$ cat src/rtl/csr_seq_pkg.sv
// Shared types for the CSR row sequencer: FSM states, in-flight tag and output beat.
package csr_seq_pkg;

  localparam int CSR_N_ROWS = 40;
  localparam int CSR_ADDR_W = 14;
  localparam int CSR_ROW_W  = 6;
  localparam int WEIGHT_W   = 8;
  localparam int INDEX_W    = 10;

  typedef enum logic [2:0] {
    S_IDLE,
    S_RD_P0,
    S_WT_P0,
    S_RD_PN,
    S_WT_PN,
    S_STREAM,
    S_EMPTY,
    S_DRAIN
  } state_e;

  typedef struct packed {
    logic [CSR_ROW_W-1:0] row;
    logic                 last;
    logic                 empty;
  } tag_t;

  typedef struct packed {
    tag_t                tag;
    logic [WEIGHT_W-1:0] weight;
    logic [INDEX_W-1:0]  index;
  } beat_t;

  // At most two beats may be owned downstream (FIFO + in-flight); a same-cycle pop frees one.
  function automatic logic can_issue(input logic [1:0] fifo_count, input logic inflight,
                                     input logic pop);
    logic [1:0] used;
    used = fifo_count + {1'b0, inflight};
    return (used <= 2'd1) || ((used == 2'd2) && pop);
  endfunction

endpackage

$ cat src/rtl/csr_row_sequencer_if.sv
// Bus bundle for the CSR row sequencer: control, row-pointer and weight memories, output stream.
interface csr_row_sequencer_if
  import csr_seq_pkg::*;
#(
  parameter int ADDR_W = CSR_ADDR_W,
  parameter int ROW_W  = CSR_ROW_W
);
  logic                start;
  logic                busy;
  logic                done;
  logic                err;
  logic [ROW_W-1:0]    rowptr_addr;
  logic [ADDR_W:0]     rowptr_data;
  logic [ADDR_W-1:0]   w_addr;
  logic [WEIGHT_W-1:0] w_weight;
  logic [INDEX_W-1:0]  w_index;
  // Stream: a beat transfers on a cycle with out_valid & out_ready; while out_valid is high
  // and out_ready low, every out_* field holds its value.
  logic                out_valid;
  logic                out_ready;
  logic [WEIGHT_W-1:0] out_weight;
  logic [INDEX_W-1:0]  out_index;
  logic [ROW_W-1:0]    out_row;
  logic                out_last;
  logic                out_empty;
  state_e              dbg_state;

  modport master (
    input  start, rowptr_data, w_weight, w_index, out_ready,
    output busy, done, err, rowptr_addr, w_addr,
           out_valid, out_weight, out_index, out_row, out_last, out_empty, dbg_state
  );

  modport slave (
    output start, rowptr_data, w_weight, w_index, out_ready,
    input  busy, done, err, rowptr_addr, w_addr,
           out_valid, out_weight, out_index, out_row, out_last, out_empty, dbg_state
  );
endinterface

$ cat src/rtl/csr_skid_fifo.sv
// Two-entry FIFO of output beats; entry 0 is the registered head seen on the stream.
module csr_skid_fifo
  import csr_seq_pkg::*;
(
  input  logic       clk,
  input  logic       rst,
  input  logic       push_i,
  input  beat_t      push_data_i,
  input  logic       pop_i,
  output beat_t      head_o,
  output logic       valid_o,
  output logic [1:0] count_o
);
  beat_t      ent0_q, ent1_q;
  logic [1:0] count_q;
  logic       do_pop, do_push;

  assign do_pop  = pop_i && (count_q != 2'd0);
  assign do_push = push_i && ((count_q != 2'd2) || do_pop);

  always_ff @(posedge clk) begin
    if (rst) begin
      ent0_q  <= '0;
      ent1_q  <= '0;
      count_q <= '0;
    end else begin
      case ({do_push, do_pop})
        2'b10: begin
          if (count_q == 2'd0) ent0_q <= push_data_i;
          else                 ent1_q <= push_data_i;
          count_q <= count_q + 2'd1;
        end
        2'b01: begin
          ent0_q  <= ent1_q;
          count_q <= count_q - 2'd1;
        end
        2'b11: begin
          if (count_q == 2'd1) begin
            ent0_q <= push_data_i;
          end else begin
            ent0_q <= ent1_q;
            ent1_q <= push_data_i;
          end
        end
        default: ;
      endcase
    end
  end

  assign head_o  = ent0_q;
  assign valid_o = (count_q != 2'd0);
  assign count_o = count_q;

endmodule

$ cat src/rtl/csr_row_sequencer.sv
// Sweeps all CSR rows: fetches row pointers, issues one weight address per nonzero,
// and streams tagged {index, weight} beats through a 2-entry FIFO.
module csr_row_sequencer
  import csr_seq_pkg::*;
#(
  parameter int N_ROWS = CSR_N_ROWS,
  parameter int ADDR_W = CSR_ADDR_W,
  parameter int ROW_W  = CSR_ROW_W
) (
  input logic                 clk,
  input logic                 rst,
  csr_row_sequencer_if.master bus
);
  localparam logic [ROW_W-1:0] LAST_ROW = ROW_W'(N_ROWS - 1);

  state_e           state_q;
  logic [ROW_W-1:0] row_q, rowptr_addr_q;
  logic [ADDR_W:0]  cur_q, end_q, cur_inc;
  logic             busy_q, done_q, err_q;
  logic             infl_valid_q;
  tag_t             infl_tag_q, issue_tag;
  beat_t            push_beat, head_beat;
  logic [1:0]       fifo_count;
  logic             fifo_valid, pop, issue, row_done, drain_done;

  assign pop      = fifo_valid & bus.out_ready;
  assign issue    = ((state_q == S_STREAM) || (state_q == S_EMPTY))
                    && can_issue(fifo_count, infl_valid_q, pop);
  assign cur_inc  = cur_q + (ADDR_W+1)'(1);
  assign row_done = issue && ((state_q == S_EMPTY) || (cur_inc == end_q));
  assign drain_done = (state_q == S_DRAIN) && !infl_valid_q
                      && ((fifo_count == 2'd0) || ((fifo_count == 2'd1) && pop));

  assign issue_tag.row   = row_q;
  assign issue_tag.last  = row_done;
  assign issue_tag.empty = (state_q == S_EMPTY);

  // Memory data belongs to the address issued one cycle earlier; empty slots carry zeros.
  assign push_beat.tag    = infl_tag_q;
  assign push_beat.weight = infl_tag_q.empty ? '0 : bus.w_weight;
  assign push_beat.index  = infl_tag_q.empty ? '0 : bus.w_index;

  always_ff @(posedge clk) begin
    if (rst) begin
      state_q       <= S_IDLE;
      row_q         <= '0;
      rowptr_addr_q <= '0;
      cur_q         <= '0;
      end_q         <= '0;
      busy_q        <= 1'b0;
      done_q        <= 1'b0;
      err_q         <= 1'b0;
      infl_valid_q  <= 1'b0;
      infl_tag_q    <= '0;
    end else begin
      done_q       <= 1'b0;
      infl_valid_q <= issue;
      if (issue) infl_tag_q <= issue_tag;
      case (state_q)
        S_IDLE: if (bus.start) begin
          state_q       <= S_RD_P0;
          row_q         <= '0;
          rowptr_addr_q <= '0;
          busy_q        <= 1'b1;
          err_q         <= 1'b0;
        end
        S_RD_P0: state_q <= S_WT_P0;
        S_WT_P0: begin
          cur_q         <= bus.rowptr_data;
          rowptr_addr_q <= row_q + ROW_W'(1);
          state_q       <= S_RD_PN;
        end
        S_RD_PN: state_q <= S_WT_PN;
        // A decreasing pointer flags err and the row is emitted empty; cur stays put.
        S_WT_PN: begin
          end_q <= bus.rowptr_data;
          if (bus.rowptr_data > cur_q) begin
            state_q <= S_STREAM;
          end else begin
            state_q <= S_EMPTY;
            if (bus.rowptr_data < cur_q) err_q <= 1'b1;
          end
        end
        S_STREAM: if (issue) cur_q <= cur_inc;
        S_EMPTY:  ;
        S_DRAIN: if (drain_done) begin
          state_q <= S_IDLE;
          busy_q  <= 1'b0;
          done_q  <= 1'b1;
        end
        default: state_q <= S_IDLE;
      endcase
      if (row_done) begin
        if (row_q == LAST_ROW) begin
          state_q <= S_DRAIN;
        end else begin
          row_q         <= row_q + ROW_W'(1);
          rowptr_addr_q <= row_q + ROW_W'(2);
          state_q       <= S_RD_PN;
        end
      end
    end
  end

  csr_skid_fifo u_fifo (
    .clk        (clk),
    .rst        (rst),
    .push_i     (infl_valid_q),
    .push_data_i(push_beat),
    .pop_i      (pop),
    .head_o     (head_beat),
    .valid_o    (fifo_valid),
    .count_o    (fifo_count)
  );

  assign bus.busy        = busy_q;
  assign bus.done        = done_q;
  assign bus.err         = err_q;
  assign bus.rowptr_addr = rowptr_addr_q;
  assign bus.w_addr      = cur_q[ADDR_W-1:0];
  assign bus.out_valid   = fifo_valid;
  assign bus.out_weight  = head_beat.weight;
  assign bus.out_index   = head_beat.index;
  assign bus.out_row     = head_beat.tag.row;
  assign bus.out_last    = head_beat.tag.last;
  assign bus.out_empty   = head_beat.tag.empty;
  assign bus.dbg_state   = state_q;

endmodule

$ cat src/flat_wrapper.sv
// flat-port wrapper written by rule: the top's interface ports become plain ports
module csr_row_sequencer_flat import csr_seq_pkg::*;
#(
  parameter int N_ROWS = CSR_N_ROWS,
  parameter int ADDR_W = CSR_ADDR_W,
  parameter int ROW_W  = CSR_ROW_W
)
  (clk, rst, bus_start, bus_rowptr_data, bus_w_weight, bus_w_index, bus_out_ready, bus_busy, bus_done, bus_err, bus_rowptr_addr, bus_w_addr, bus_out_valid, bus_out_weight, bus_out_index, bus_out_row, bus_out_last, bus_out_empty, bus_dbg_state);
  csr_row_sequencer_if #(.ADDR_W(ADDR_W), .ROW_W(ROW_W)) bus_i ();
  input logic clk;
  input logic rst;
  input wire logic [$bits(bus_i.start)-1:0] bus_start;
  input wire logic [$bits(bus_i.rowptr_data)-1:0] bus_rowptr_data;
  input wire logic [$bits(bus_i.w_weight)-1:0] bus_w_weight;
  input wire logic [$bits(bus_i.w_index)-1:0] bus_w_index;
  input wire logic [$bits(bus_i.out_ready)-1:0] bus_out_ready;
  output wire logic [$bits(bus_i.busy)-1:0] bus_busy;
  output wire logic [$bits(bus_i.done)-1:0] bus_done;
  output wire logic [$bits(bus_i.err)-1:0] bus_err;
  output wire logic [$bits(bus_i.rowptr_addr)-1:0] bus_rowptr_addr;
  output wire logic [$bits(bus_i.w_addr)-1:0] bus_w_addr;
  output wire logic [$bits(bus_i.out_valid)-1:0] bus_out_valid;
  output wire logic [$bits(bus_i.out_weight)-1:0] bus_out_weight;
  output wire logic [$bits(bus_i.out_index)-1:0] bus_out_index;
  output wire logic [$bits(bus_i.out_row)-1:0] bus_out_row;
  output wire logic [$bits(bus_i.out_last)-1:0] bus_out_last;
  output wire logic [$bits(bus_i.out_empty)-1:0] bus_out_empty;
  output wire logic [$bits(bus_i.dbg_state)-1:0] bus_dbg_state;
  assign bus_i.start = bus_start;
  assign bus_i.rowptr_data = bus_rowptr_data;
  assign bus_i.w_weight = bus_w_weight;
  assign bus_i.w_index = bus_w_index;
  assign bus_i.out_ready = bus_out_ready;
  assign bus_busy = bus_i.busy;
  assign bus_done = bus_i.done;
  assign bus_err = bus_i.err;
  assign bus_rowptr_addr = bus_i.rowptr_addr;
  assign bus_w_addr = bus_i.w_addr;
  assign bus_out_valid = bus_i.out_valid;
  assign bus_out_weight = bus_i.out_weight;
  assign bus_out_index = bus_i.out_index;
  assign bus_out_row = bus_i.out_row;
  assign bus_out_last = bus_i.out_last;
  assign bus_out_empty = bus_i.out_empty;
  assign bus_dbg_state = bus_i.dbg_state;
  csr_row_sequencer #(.N_ROWS(N_ROWS), .ADDR_W(ADDR_W), .ROW_W(ROW_W)) u_core (.clk(clk), .rst(rst), .bus(bus_i));
endmodule
$ cat config.mk
export PLATFORM = sky130hd
export DESIGN_NAME = csr_row_sequencer_flat
export DESIGN_NICKNAME = d
export VERILOG_FILES = /design/src/rtl/csr_seq_pkg.sv /design/src/rtl/csr_row_sequencer_if.sv /design/src/rtl/csr_skid_fifo.sv /design/src/rtl/csr_row_sequencer.sv /design/src/flat_wrapper.sv
export SDC_FILE = /design/constraint.sdc
export NUM_CORES = 1
export LEC_CHECK = 0
export ABC_AREA = 1
export CAP_MARGIN = 15
export CORE_ASPECT_RATIO = 1.75
export CORE_MARGIN = 2
export CORE_UTILIZATION = 50
export DETAILED_ROUTE_END_ITERATION = 12
export PLACE_DENSITY = 0.75
export SLEW_MARGIN = 20
export SYNTH_ARGS = -nofsm -noshare
export SYNTH_HDL_FRONTEND = slang
export SYNTH_SLANG_ARGS = --single-unit
$ cat constraint.sdc
create_clock -name clk -period 2.61 [get_ports clk]
set_input_delay 0.522 -clock clk [delete_from_list [all_inputs] [get_ports clk]]
set_output_delay 0.522 -clock clk [all_outputs]
set_load 0.01 [all_outputs]
==> run_results.csv <==
group,metric,value,unit
outcome,outcome,"finished, final reports clean",
global_route,grt_antenna_before_repair,0,
final_layout,drive_gt1_frac,0.0747,
logic_synthesis,synth_ff_type,"dfxtp_1",
drt,firstDrtPassIters,4,
clock_tree,clk_latency,0.35,ns
pwr,irDropWorstVdd,0.000495,V
hold_path,hold_depth,2,
floorplanning,ioPinCount,90,
floorplanning,start_util,0.505,
logic_synthesis,netlist_area,0.00600,mm2
timing,fin_skew,0.00696,ns
drt,wl,15300,um
placed_design,io_buffers,89,
hold_path,holdPathEnd,"u_core.u_fifo.ent1_q[2]$_SDFFE_PP0P_",
critical_path,regToRegStartpoint,"u_core.cur_q[0]$_SDFFE_PP0P_",
placed_design,routabilityCongestion,0.936,
flow_run,maxCapViolations,0,
logic_synthesis,yosys_warnings,0,
timing,drv_slew,0,
critical_path,crit_fanout,9,
floorplanning,core_area,0.0119,mm2
timing,tightest_slew,0.917,ns
critical_path,reg2reg_depth,15,
critical_path,r2r_end,"u_core.bus.rowptr_addr[5]$_SDFF_PP0_",
timing,setup_viol_count_final,0,
timing,clock.fmax,425,MHz
final_layout,fin_cells,1087,
critical_path,cp_data_required_time,2.90,ns
global_route,grt_pass1_vias,5446,
floorplanning,die-area,0.0129,mm2
clock_tree,h-tree-depth,3,
logic_synthesis,synth_top_area_share,0.370,
logic_synthesis,synth_cell_types,36,
critical_path,end_kind,"flop",
logic_synthesis,yosys-top-cells-area,"dfxtp_1 37%, nand2_1 9.6%, inv_1 8.2%",
global_route,grt_pass1_wl,25100,um
floorplanning,dieWidth,86.8,um
timing,setup_tns,0,ns
clock_tree,post_cts_buffers,0,
clock_tree,clock_path_buffers,2,
drt,wl_per_cell,14.1,um
floorplanning,rows,53,
hold_path,hp-class,"flop to flop",
final_layout,layout_common_cells,"154 x nand2_1, 131 x inv_1, 111 x dfxtp_1",
logic_synthesis,synth_edf_count,0,
timing,rsz0062_at_grt,"false",
placed_design,dp.cells,1071,
drt,vias,5822,
logic_synthesis,ys_async_sr_fraction,0,
floorplanning,die_height,149,um
timing,slew-limit-headroom,0.386,
drt,drt_iter0_drc,224,
global_route,grt_usage,0.241,
logic_synthesis,synth_area_per_cell,6.91,um2
global_route,overflow,0,
critical_path,crit_type,"flop to flop",
logic_synthesis,synth_area_leader_cell,"dfxtp_1",
clock_tree,root_buffer,"clkbuf_16",
critical_path,arrival,2.64,ns
final_layout,nets,1004,
critical_path,reg2reg_setup_slack,0.26,ns
critical_path,worstSetupStartpointType,"flop",
final_layout,n_antenna_cell,0,
timing,period_needed,2.35,ns
pwr,power.static_leakage,3.19,nW
clock_tree,cts_tree,"done",
clock_tree,cts.sink_count,111,
logic_synthesis,synth_cells,868,
clock_tree,clkTransAtPathRegs,0.08,ns
timing,finalHoldViolCount,0,
final_layout,final_common_cell,"nand2_1",
clock_tree,numCtsBuffers,9,
drt,routed_via_density,5.36,
logic_synthesis,yosysSeqAreaShare,0.370,
drt,postRouteAntennaNets,0,
final_layout,area_delta_synth_final,22.5,%
clock_tree,holdBufCountCts,0,
final_layout,multiInputGateArea,0.00301,mm2
global_route,grt_max_degree,52,
placed_design,dp_hpwl,11300,um
final_layout,seqCellArea,0.00222,mm2
pwr,p_per_area,982,mW/mm2
logic_synthesis,synth_nets,927,
drt,drcViolationCount,0,
hold_path,worstHoldStart,"u_core.u_fifo.ent1_q[2]$_SDFFE_PP0P_",
final_layout,fillCellCount,1090,
logic_synthesis,ys_seq_elements,111,
timing,fin_crit_sh,0.902,
clock_tree,post_cts_resize_count,0,
[registers in the layout, summed over array words and instances, names as in the netlist, 2 cells and up]
signal	flops
u_core.u_fifo.ent1_q	26
u_core.u_fifo.head_o	26
u_core.cur_q	15
u_core.end_q	15
u_core.infl_tag_q	8
u_core.bus.rowptr_addr	6
u_core.row_q	6
u_core.bus.dbg_state	3
u_core.u_fifo.count_o	2
[cells by family (layout without fill, tap and decap cells)]
kind of cell,Yosys count,in the layout,share of synthesized area
fa+ha+maj,22,22,0.0459
flops,111,111,0.370
mux,2,2,0.00334
xor+xnor,8,8,0.0140
compound gates,233,233,0.220
buf+inv,190,272,0.129
simple gates,302,302,0.218
[power breakdown]
| group | switching (mW) | total, mW | internal (mW) |
|---|---|---|---|
| Clock | 0.661 | 1.35 | 0.690 |
| Combinational | 1.89 | 3.39 | 1.50 |
| Sequential | 0.331 | 2.47 | 2.14 |
| Total | 2.89 | 7.21 | 4.33 |
[how the worst max path moves through the flow]
stage / from / to / slack (ns) / cells after the start
2_1_floorplan: u_core.u_fifo.count_o[0]$_SDFFE_PP0P_ / u_core.row_q[4]$_SDFF_PP0_ / 0.57 / 16
3_3_place_gp: bus_rowptr_data[14] / u_core.bus.dbg_state[1]$_SDFFE_PP0P_ / 0.15 / 13
3_5_place_dp: bus_rowptr_data[2] / u_core.bus.dbg_state[1]$_SDFFE_PP0P_ / 0.10 / 13
4_1_cts: u_core.u_fifo.count_o[0]$_SDFFE_PP0P_ / u_core.u_fifo.head_o[19]$_SDFFE_PP0P_ / 0.24 / 7
5_1_grt: u_core.cur_q[0]$_SDFFE_PP0P_ / u_core.bus.rowptr_addr[3]$_SDFF_PP0_ / 0.05 / 15
6_report: u_core.cur_q[0]$_SDFFE_PP0P_ / u_core.bus.rowptr_addr[5]$_SDFF_PP0_ / 0.26 / 15
[critical path: stages, from the launching register on]
cell	delay (ns)
dfxtp_1	0.35
ha_1	0.19
nand2_1	0.11
nor2_2	0.20
nand3_1	0.15
nand3_1	0.17
nand3_1	0.09
nor2_1	0.17
nand2_1	0.12
nor2_2	0.16
nand3_4	0.11
nand2_4	0.13
nand2_2	0.13
nand2_1	0.08
nand2_1	0.05
nor2_1	0.09
[cells in the mapped netlist (2+ instances only)]
cell type	count
buf_1	2
buf_4	14
nand2_1	154
or2_2	3
nand4_1	11
a211oi_1	2
o211ai_1	39
nand3b_1	2
nand3_1	41
ha_1	22
clkbuf_1	36
a31oi_1	4
inv_2	3
nand3_2	2
nand2_2	3
nor2_2	7
mux2i_1	2
nor2_1	68
o21ai_0	85
xor2_1	7
a21oi_1	85
nor3_1	7
clkinv_1	2
inv_1	131
dfxtp_1	111
a221oi_1	10
o21ai_1	6
[layer usage]
layer,track usage,wire (um),part of all wire,vias to the layer above
met4,0.135,776,0.051,0
met3,0.0365,641,0.042,47
met5,0,0,0,-
li1,-,-,-,2995
met1,0.260,5900,0.39,2614
met2,0.436,7980,0.52,166
[layout make-up]
type                    instances  area share
clock buffers                  10      0.0325
clock inverters                 6     0.00732
inverters                     136      0.0695
multi-input cells             567       0.410
flip-flops and latches        111       0.302
well taps                     137      0.0233
repair buffers                120       0.155
[per-stage QoR]
stage	power [mW]	cell area, um2	worst slack [ns]	hold slack, ns	utilization
CTS	7.26	7350	0.244	0.457	0.619
detailed placement	5.89	7050	0.100	0.446	0.594
finish	7.21	7350	0.255	0.456	0.619
floorplan	4.56	6000	0.569	0.430	-
global route	7.76	7350	0.0499	0.475	0.619
global placement	5.84	7050	0.152	0.440	0.594
(Power assumes the default switching activity.)
